===== config.mk =====
export PLATFORM = sky130hd
export DESIGN_NAME = fpdiv_round_pack_flat
export DESIGN_NICKNAME = d
export VERILOG_FILES = /design/src/rtl/fpdiv_round_pack_pkg.sv /design/src/rtl/fpdiv_round_pack_if.sv /design/src/rtl/fpdiv_round_pack_rne_rounder.sv /design/src/rtl/fpdiv_round_pack.sv /design/src/flat_wrapper.sv
export SDC_FILE = /design/constraint.sdc
export NUM_CORES = 1
export LEC_CHECK = 0
export BUFFER_PORTS_ARGS = -buffer_cell sky130_fd_sc_hd__buf_2
export CORE_UTILIZATION = 50
export DETAILED_ROUTE_END_ITERATION = 6
export GPL_ROUTABILITY_DRIVEN = 0
export HOLD_SLACK_MARGIN = 0.15
export PLACE_DENSITY_LB_ADDON = 0.25
export SLEW_MARGIN = 10
export SYNTH_ARGS = -nofsm -noshare
export SYNTH_HDL_FRONTEND = slang
export SYNTH_SLANG_ARGS = --single-unit

===== constraint.sdc =====
create_clock -name clk -period 8.2 [get_ports clk]
set_clock_uncertainty 0.1 [all_clocks]
set_input_delay 1.64 -clock clk [delete_from_list [all_inputs] [get_ports clk]]
set_output_delay 1.64 -clock clk [all_outputs]
set_load 0.03 [all_outputs]

===== src/rtl/fpdiv_round_pack_pkg.sv =====
// fpdiv_round_pack_pkg: shared constants and types for the divider round/pack stage.
// Class encodings, IEEE single constants, sideband tag and result bundles.
package fpdiv_round_pack_pkg;

  localparam int QW      = 32;
  localparam int EW      = 10;
  localparam int BIAS    = 127;
  localparam int EXP_MAX = 255;

  localparam logic [31:0] QNAN = 32'h7FC00000;

  typedef enum logic [1:0] {
    CLS_NORM = 2'b00,
    CLS_ZERO = 2'b01,
    CLS_INF  = 2'b10,
    CLS_NAN  = 2'b11
  } cls_e;

  typedef struct packed {
    logic                 sgn;
    logic signed [EW-1:0] ed;
    cls_e                 cls;
  } tag_t;

  typedef struct packed {
    logic [31:0] f;
    logic        ovf;
    logic        unf;
  } res_t;

endpackage


===== src/rtl/fpdiv_round_pack_if.sv =====
// fpdiv_round_pack_if: valid/ready result channel toward the FPU result mux.
// master drives out_valid/out_f/out_ovf/out_unf, slave drives out_ready.
interface fpdiv_round_pack_if;

  logic        out_valid;
  logic        out_ready;
  logic [31:0] out_f;
  logic        out_ovf;
  logic        out_unf;

  modport master (
    output out_valid,
    output out_f,
    output out_ovf,
    output out_unf,
    input  out_ready
  );

  modport slave (
    input  out_valid,
    input  out_f,
    input  out_ovf,
    input  out_unf,
    output out_ready
  );

endinterface


===== src/rtl/fpdiv_round_pack_rne_rounder.sv =====
// rne_rounder: combinational round-to-nearest-even of a 24-bit significand.
// In: sig_i, guard g_i, sticky s_i. Out: sig24_o (0 on carry), carry_o.
module rne_rounder (
  input  logic [23:0] sig_i,
  input  logic        g_i,
  input  logic        s_i,
  output logic [23:0] sig24_o,
  output logic        carry_o
);

  logic        up;
  logic [24:0] sum;

  assign up      = g_i & (s_i | sig_i[0]);
  assign sum     = {1'b0, sig_i} + {24'd0, up};
  assign carry_o = sum[24];
  // A carry means 1.111..1 rounded to 2.0: mantissa field becomes zero.
  assign sig24_o = sum[24] ? 24'd0 : sum[23:0];

endmodule


===== src/rtl/fpdiv_round_pack.sv =====
// fpdiv_round_pack: captures the Goldschmidt quotient, normalizes, rounds RNE,
// range-checks and packs an IEEE single into a 1-entry valid/ready output (res).
module fpdiv_round_pack
  import fpdiv_round_pack_pkg::*;
(
  input  logic                 clk,
  input  logic                 clrn,
  input  logic                 div_start,
  input  logic                 div_ready,
  input  logic [QW-1:0]        div_q,
  input  logic                 sgn_in,
  input  logic signed [EW-1:0] exp_diff,
  input  logic [1:0]           cls_in,
  fpdiv_round_pack_if.master   res,
  output logic                 overrun
);

  logic          rdy_prev_q, rdy_prev_d;
  tag_t          tag_q, tag_d;
  logic          s1_valid_q, s1_valid_d;
  logic [QW-1:0] s1_quo_q, s1_quo_d;
  tag_t          s1_tag_q, s1_tag_d;
  logic          out_valid_q, out_valid_d;
  res_t          out_q, out_d;
  logic          overrun_q, overrun_d;

  logic          cap, load, cap_ok;

  logic [23:0]   sig, sig24;
  logic          g, s, adj1, carry;
  logic [EW-1:0] e_raw;
  logic          e_ovf, e_unf;
  res_t          pk;

  always_comb begin
    cap    = div_ready & ~rdy_prev_q;
    load   = s1_valid_q & (~out_valid_q | res.out_ready);
    // S1 may take a new capture on the same edge it hands off.
    cap_ok = cap & (~s1_valid_q | load);
  end

  always_comb begin
    if (s1_quo_q[31]) begin
      sig  = s1_quo_q[31:8];
      g    = s1_quo_q[7];
      s    = |s1_quo_q[6:0];
      adj1 = 1'b0;
    end else begin
      sig  = s1_quo_q[30:7];
      g    = s1_quo_q[6];
      s    = |s1_quo_q[5:0];
      adj1 = 1'b1;
    end
  end

  rne_rounder u_rne (
    .sig_i   (sig),
    .g_i     (g),
    .s_i     (s),
    .sig24_o (sig24),
    .carry_o (carry)
  );

  always_comb begin
    e_raw = s1_tag_q.ed + EW'(BIAS) - EW'(adj1) + EW'(carry);
    e_ovf = $signed(e_raw) >= $signed(EW'(EXP_MAX));
    e_unf = e_raw[EW-1] | (e_raw == '0);
  end

  always_comb begin
    pk = '0;
    if (s1_tag_q.cls == CLS_NAN) begin
      pk.f = QNAN;
    end else if (s1_tag_q.cls == CLS_INF) begin
      pk.f = {s1_tag_q.sgn, 8'hFF, 23'd0};
    end else if (s1_tag_q.cls == CLS_ZERO) begin
      pk.f = {s1_tag_q.sgn, 31'd0};
    end else if (e_ovf) begin
      pk.f   = {s1_tag_q.sgn, 8'hFF, 23'd0};
      pk.ovf = 1'b1;
    end else if (e_unf) begin
      pk.f   = {s1_tag_q.sgn, 31'd0};
      pk.unf = 1'b1;
    end else begin
      pk.f = {s1_tag_q.sgn, e_raw[7:0], sig24[22:0]};
    end
  end

  always_comb begin
    rdy_prev_d  = div_ready;
    tag_d       = div_start ? {sgn_in, exp_diff, cls_e'(cls_in)} : tag_q;
    s1_valid_d  = cap_ok | (s1_valid_q & ~load);
    s1_quo_d    = cap_ok ? div_q : s1_quo_q;
    s1_tag_d    = cap_ok ? tag_q : s1_tag_q;
    out_valid_d = load | (out_valid_q & ~res.out_ready);
    out_d       = load ? pk : out_q;
    overrun_d   = overrun_q | (cap & ~cap_ok);
  end

  always_ff @(posedge clk) begin
    if (clrn) begin
      rdy_prev_q  <= 1'b1;
      tag_q       <= '0;
      s1_valid_q  <= 1'b0;
      s1_quo_q    <= '0;
      s1_tag_q    <= '0;
      out_valid_q <= 1'b0;
      out_q       <= '0;
      overrun_q   <= 1'b0;
    end else begin
      rdy_prev_q  <= rdy_prev_d;
      tag_q       <= tag_d;
      s1_valid_q  <= s1_valid_d;
      s1_quo_q    <= s1_quo_d;
      s1_tag_q    <= s1_tag_d;
      out_valid_q <= out_valid_d;
      out_q       <= out_d;
      overrun_q   <= overrun_d;
    end
  end

  assign res.out_valid = out_valid_q;
  assign res.out_f     = out_q.f;
  assign res.out_ovf   = out_q.ovf;
  assign res.out_unf   = out_q.unf;
  assign overrun       = overrun_q;

endmodule


===== src/flat_wrapper.sv =====
// flat-port wrapper written by rule: the top's interface ports become plain ports
module fpdiv_round_pack_flat import fpdiv_round_pack_pkg::*;
  (clk, clrn, div_start, div_ready, div_q, sgn_in, exp_diff, cls_in, overrun, res_out_valid, res_out_f, res_out_ovf, res_out_unf, res_out_ready);
  fpdiv_round_pack_if res_i ();
  input  logic clk;
  input  logic clrn;
  input  logic div_start;
  input  logic div_ready;
  input  logic [QW-1:0] div_q;
  input  logic sgn_in;
  input  logic signed [EW-1:0] exp_diff;
  input  logic [1:0] cls_in;
  output logic overrun;
  output wire logic [$bits(res_i.out_valid)-1:0] res_out_valid;
  output wire logic [$bits(res_i.out_f)-1:0] res_out_f;
  output wire logic [$bits(res_i.out_ovf)-1:0] res_out_ovf;
  output wire logic [$bits(res_i.out_unf)-1:0] res_out_unf;
  input wire logic [$bits(res_i.out_ready)-1:0] res_out_ready;
  assign res_out_valid = res_i.out_valid;
  assign res_out_f = res_i.out_f;
  assign res_out_ovf = res_i.out_ovf;
  assign res_out_unf = res_i.out_unf;
  assign res_i.out_ready = res_out_ready;
  fpdiv_round_pack u_core (.clk(clk), .clrn(clrn), .div_start(div_start), .div_ready(div_ready), .div_q(div_q), .sgn_in(sgn_in), .exp_diff(exp_diff), .cls_in(cls_in), .res(res_i), .overrun(overrun));
endmodule

# After elaboration in Yosys (flattened, before gate mapping)
# Cells that the tools add are included.
# classes
add_sub_neg	4
n_mul	0
div	0
n_lt_le_gt_ge	1
n_eq_ne	3
shift	0
muxes	16
bitwise	20
reduce_logical	3
# ops
cell	count
$mux W31	4
$mux W32	1
$add A24 B1 Y25	1
$mux W24	1
$mux W23	1
$add A10 B1 Y10	1
$add A10 B7 Y10 const B	1
$ge A10 B9 Y1 const B	1
$logic_not A10 Y1	1
$sub A10 B1 Y10	1
$and A1 B1 Y1	7
$or A1 B1 Y1	7
$reduce_or A7 Y1	1
$mux W1	6
$mux W2	3
$not A1 Y1	6
$reduce_or A6 Y1	1
$eq A2 B2 Y1 const B	2
$eq A2 B1 Y1 const B	1
# totals
ff_bits	96
latch_bits	0
ram_bits	0
rom_bits	0
in_bits	50
output_inout_bits	36
elab_cells	61
memories	0

# Longest topological paths before layout
# depth
depth_word	13
mapped_depth	24
mapped_depth_nobuf	17

# Cells and area by module
# From an unflattened synthesis, not the netlist that was laid out.
# unflattened
cells_unflattened	547
hier_area_um2	4748.3
# modules_own_cells
mod	instances	cells_per_inst	area_each_um2	seq_area_each_um2
fpdiv_round_pack	1	456	4164.0	1921.8
rne_rounder	1	91	584.3	0.0

# Worst setup path before layout
# OpenSTA, ideal clock, no wires.
# synth_path
path_type	register to register
from	register u_core.s1_quo_q[31]
to	register u_core.out_q (netlist bit u_core.res.out_f[3])
setup_ns	0.084
t_arrival_ns	5.773
required_ns	8.016
setup_slack_ns	2.243
path_stages_with_launch	24
path_buffers	6
period_less_slack_ns	5.957
path_cell_list	dfxtp_1 -> buf_4 -> buf_4 -> buf_4 -> clkbuf_1 -> clkbuf_1 -> nand2_1 -> a21boi_0 -> ha_1 -> nand2_1 -> or4_4 -> nor4b_4 -> and4_1 -> fa_1 -> ha_1 -> inv_1 -> fa_1 -> nand2b_1 -> a21o_1 -> a221oi_1 -> xor2_1 -> or4b_4 -> buf_6 -> o31ai_2
# synth_between
elab_chain_cells	12
elab_cells_between_ends	18
cone_classes	add/sub (3); order compare (1); mux (10); bitwise (3); reduce/logical (1)
# synth_rtl
element	line	text
from (decl)	fpdiv_round_pack.sv:21	logic [QW-1:0] s1_quo_q, s1_quo_d;
from (signal assigned)	fpdiv_round_pack.sv:114	s1_quo_q <= s1_quo_d;
parallel branches: the longest is 8 deep, another holds $add A24 B1 Y25	n/a	
$mux W31 (*)	fpdiv_round_pack.sv:78	end else if (e_ovf) begin
$mux W31 (*)	fpdiv_round_pack.sv:76	end else if (s1_tag_q.cls == CLS_ZERO) begin
$mux W31 (*)	fpdiv_round_pack.sv:74	end else if (s1_tag_q.cls == CLS_INF) begin
$mux W32 (*)	fpdiv_round_pack.sv:72	if (s1_tag_q.cls == CLS_NAN) begin
to (signal assigned)	fpdiv_round_pack.sv:117	out_q <= out_d;
to (decl)	fpdiv_round_pack.sv:24	res_t out_q, out_d;
# Every way passes the cells marked *.
# A chain may end at the register's enable or synchronous reset.

# Worst setup path in the final report
# layout_path
from	register u_core.s1_quo_q[31]
to	register u_core.out_q (netlist bit u_core.res.out_f[20])
# Same word-level chain as after synthesis.

==> out/results.ini <==
[routing]
avgRoutedWirePerCell_um = 14.2
drt_wl_total_um = 11800
wl_met2_um = 5920
drt_iter0_markers = 214
m1WireLength_um = 5290
drtAntennaViolNets = 0
drc = 0
dr.pass1.iters = 4
vias_per_cell = 5.63
dr_wl_met3_um = 442
highest_layer = met4
vias = 4694

[synthesis]
yosys_warnings = 0
yosysTopAreaCell = dfxtp_1
yosys-top-cells-area = dfxtp_1, nand2_1, a21oi_1
netlist_area_um2 = 5190
synthMuxAreaShare_pct = 5.49
avgSynthCellArea_um2 = 8.13
synthAdderAreaFrac_pct = 2.70
synth_ff_type = dfxtp_1
synth.ff_latch_count = 96
synth_cells = 639
synth_xor_area_share_pct = 2.36
syn_nets = 699
synth.distinct_cells = 66
yosysSeqAreaShare_pct = 37.0
yosys.area_share.simple_pct = 24.8
synth_top_family_by_area = simple AND/OR/NAND/NOR gates
synth-edff-count = 0
synth_top_cell_area_share_pct = 37.0
synth_compound_area_share_pct = 22.6
async_flop_share_pct = 0

[global_route]
antenna_found_initial = 0
track_usage_pct = 22.5
grt_pass1_wl_um = 20100
grt_pass1_vias = 4406
gr-total-overflow = 0
grt_max_degree = 74

[clocking]
htree_levels = 3
post_cts_buffers = 0
worst_skew_pair.late_latency_ns = 0.36
clock_sinks = 96
cts_tree = yes
cts-root-buf = clkbuf_8
hold_buffers = 0
clk_pin_slew_worst_paths_ns = 0.09
cts_resized = 0
clk_path_buf_depth = 2
cts_made_buffers = 9

[pwr]
p_clk_share_pct = 34.7
leakage_nw = 2.27
p_int_mw = 0.658
swShare_pct = 26.6
p_switching_mw = 0.239
seq_power_share_pct = 55.0
powerDensity_nw_per_um2 = 154
combPwrFrac_pct = 10.3
vdd_drop_max_mv = 0.0881

[sta]
post-route-period-util_pct = 75.4
fmax_mhz = 162
rsz0062_at_grt = no
tightest_slew_ns = 1.15
final_hold_viol_count = 0
relSlewSlack_pct = 23.4
tns_ns = 0
slew_viol_final = 0
setup_violations = 0
min_period_ns = 6.18

[cells_and_area]
fin_cells = 834
syn_to_final_growth_pct = 12.0
finish.instance_area_um2 = 5810
final_nets = 756
drive_above_1_share_pct = 20.4
antenna_cells = 0

[placement]
hpwlAfterDp_um = 8470
io_buffers = 85
post-place-cells = 818
placedInstanceArea_um2 = 5620

[floorplanning]
pin_count = 86
core_um2 = 9910
dieArea_um2 = 10800
fp.dieH_um = 104
fp-row-count = 36
start_util_pct = 52.4
die_w_um = 104

[critical_path]
crit_fanout = 61
crit_arrival_ns = 6.35
critical_path_class = flop to flop
cp_data_required_time_ns = 8.37
crit_path_end_kind = flop
start_kind = flop

[outcome]
status = finished, final reports clean

[run]
drv_cap = 0

[min_path]
hp-class = flop to flop

## per-stage QoR
stage	worst slack, ns	total power, mW	util [%]	hold WS [ns]
global route	1.46	0.938	58.7	0.374
floorplan	2.24	0.569	-	0.331
detailed placement	1.65	0.597	56.7	0.344
CTS	1.62	0.904	58.6	0.358
global placement	1.94	0.593	56.7	0.331
finish	2.02	0.897	58.7	0.356
## worst paths after layout
| kind | startpoint | cells after the start | end | slack [ns] |
|---|---|---|---|---|
| min | u_core.tag_q[7] | 2 | u_core.s1_tag_q[7] | 0.36 |
| min reg2reg | u_core.tag_q[7] | 2 | u_core.s1_tag_q[7] | 0.36 |
| max | u_core.s1_quo_q[31] | 17 | u_core.res.out_f[20] | 2.02 |
| max reg2reg | u_core.s1_quo_q[31] | 17 | u_core.res.out_f[20] | 2.02 |
## power groups by stage
stage / Sequential [mW] / Clock [mW] / Combinational (mW)
after floorplan: 0.500 / 0 / 0.0685
after global placement: 0.504 / 0 / 0.0895
after detailed placement: 0.504 / 0 / 0.0927
after CTS: 0.493 / 0.317 / 0.0929
after global routing: 0.496 / 0.339 / 0.103
final: 0.494 / 0.311 / 0.0923
## cell usage in the layout (no fill, tap or decap), types with 9 or more instances in the layout
cell type	n
mux2i_1	24
o21ai_0	10
inv_1	14
nor2_1	42
clkbuf_8	9
nand2_1	149
buf_2	85
nor2b_1	13
o31ai_2	20
nor3_1	10
nand2b_1	11
nand3_1	12
a21oi_1	67
dfxtp_1	95
## layout make-up
type	instances	area, µm²
Fill cell	912	4100
Sequential cell	96	1920
Inverter	15	56.3
Clock buffer	10	128
Timing Repair Buffer	88	448
Clock inverter	6	68.8
Tap cell	133	166
Multi-Input combinational cell	486	3020
## critical path, stage by stage, from the launching register on
cell      delay [ns]
dfxtp_2         1.07
nand2_1         0.15
a21boi_0        0.21
ha_1            0.21
nand2_1         0.08
or4_4           0.59
nor4b_4         0.44
and4_1          0.30
fa_1            0.18
ha_1            0.19
inv_1           0.06
fa_1            0.39
nand2b_1        0.21
a21o_1          0.20
a221oi_1        0.42
xor2_1          0.21
or4b_4          0.76
o31ai_2         0.29
## kinds of logic after synthesis
group	count (synthesis)
AO/OA/AOI/OAI	157
XOR/XNOR	14
adder cells (fa/ha/maj)	10
buffers and inverters	57
flip-flops	96
multiplexers	28
AND/OR/NAND/NOR	277
## registers in the layout, indices dropped and copies added, names as in the netlist
register	count
u_core.tag_q	13
u_core.rdy_prev_q	1
u_core.res.out_valid	1
u_core.res.out_f	32
u_core.overrun	1
u_core.s1_quo_q	32
u_core.res.out_unf	1
u_core.s1_tag_q	13
u_core.res.out_ovf	1
u_core.s1_valid_q	1
## cells in the mapped netlist, types with 4 or more instances
| master | n |
|---|---|
| nand2_1 | 149 |
| inv_1 | 14 |
| xnor2_1 | 6 |
| nand2b_1 | 11 |
| dfxtp_1 | 96 |
| ha_1 | 8 |
| clkbuf_1 | 23 |
| nand3_1 | 12 |
| xor2_1 | 8 |
| o21ai_0 | 10 |
| buf_4 | 4 |
| mux2_2 | 4 |
| o31ai_2 | 20 |
| a21o_1 | 5 |
| and2_1 | 5 |
| buf_1 | 5 |
| a211oi_1 | 5 |
| mux2i_1 | 24 |
| a21oi_1 | 68 |
| a31oi_1 | 5 |
| o31ai_1 | 4 |
| buf_2 | 4 |
| a311o_1 | 5 |
| and4_1 | 4 |
| nor2_1 | 42 |
| nor3_1 | 10 |
| nand4_1 | 6 |
| nor2b_1 | 13 |
## layer usage
layer,vias to the layer above,GRT usage (%)
met5,-,0
met4,0,6.94
met3,17,3.76
met2,105,39.7
met1,2210,27.8
li1,2362,-
No activity file was read; power rests on OpenSTA's default activity.
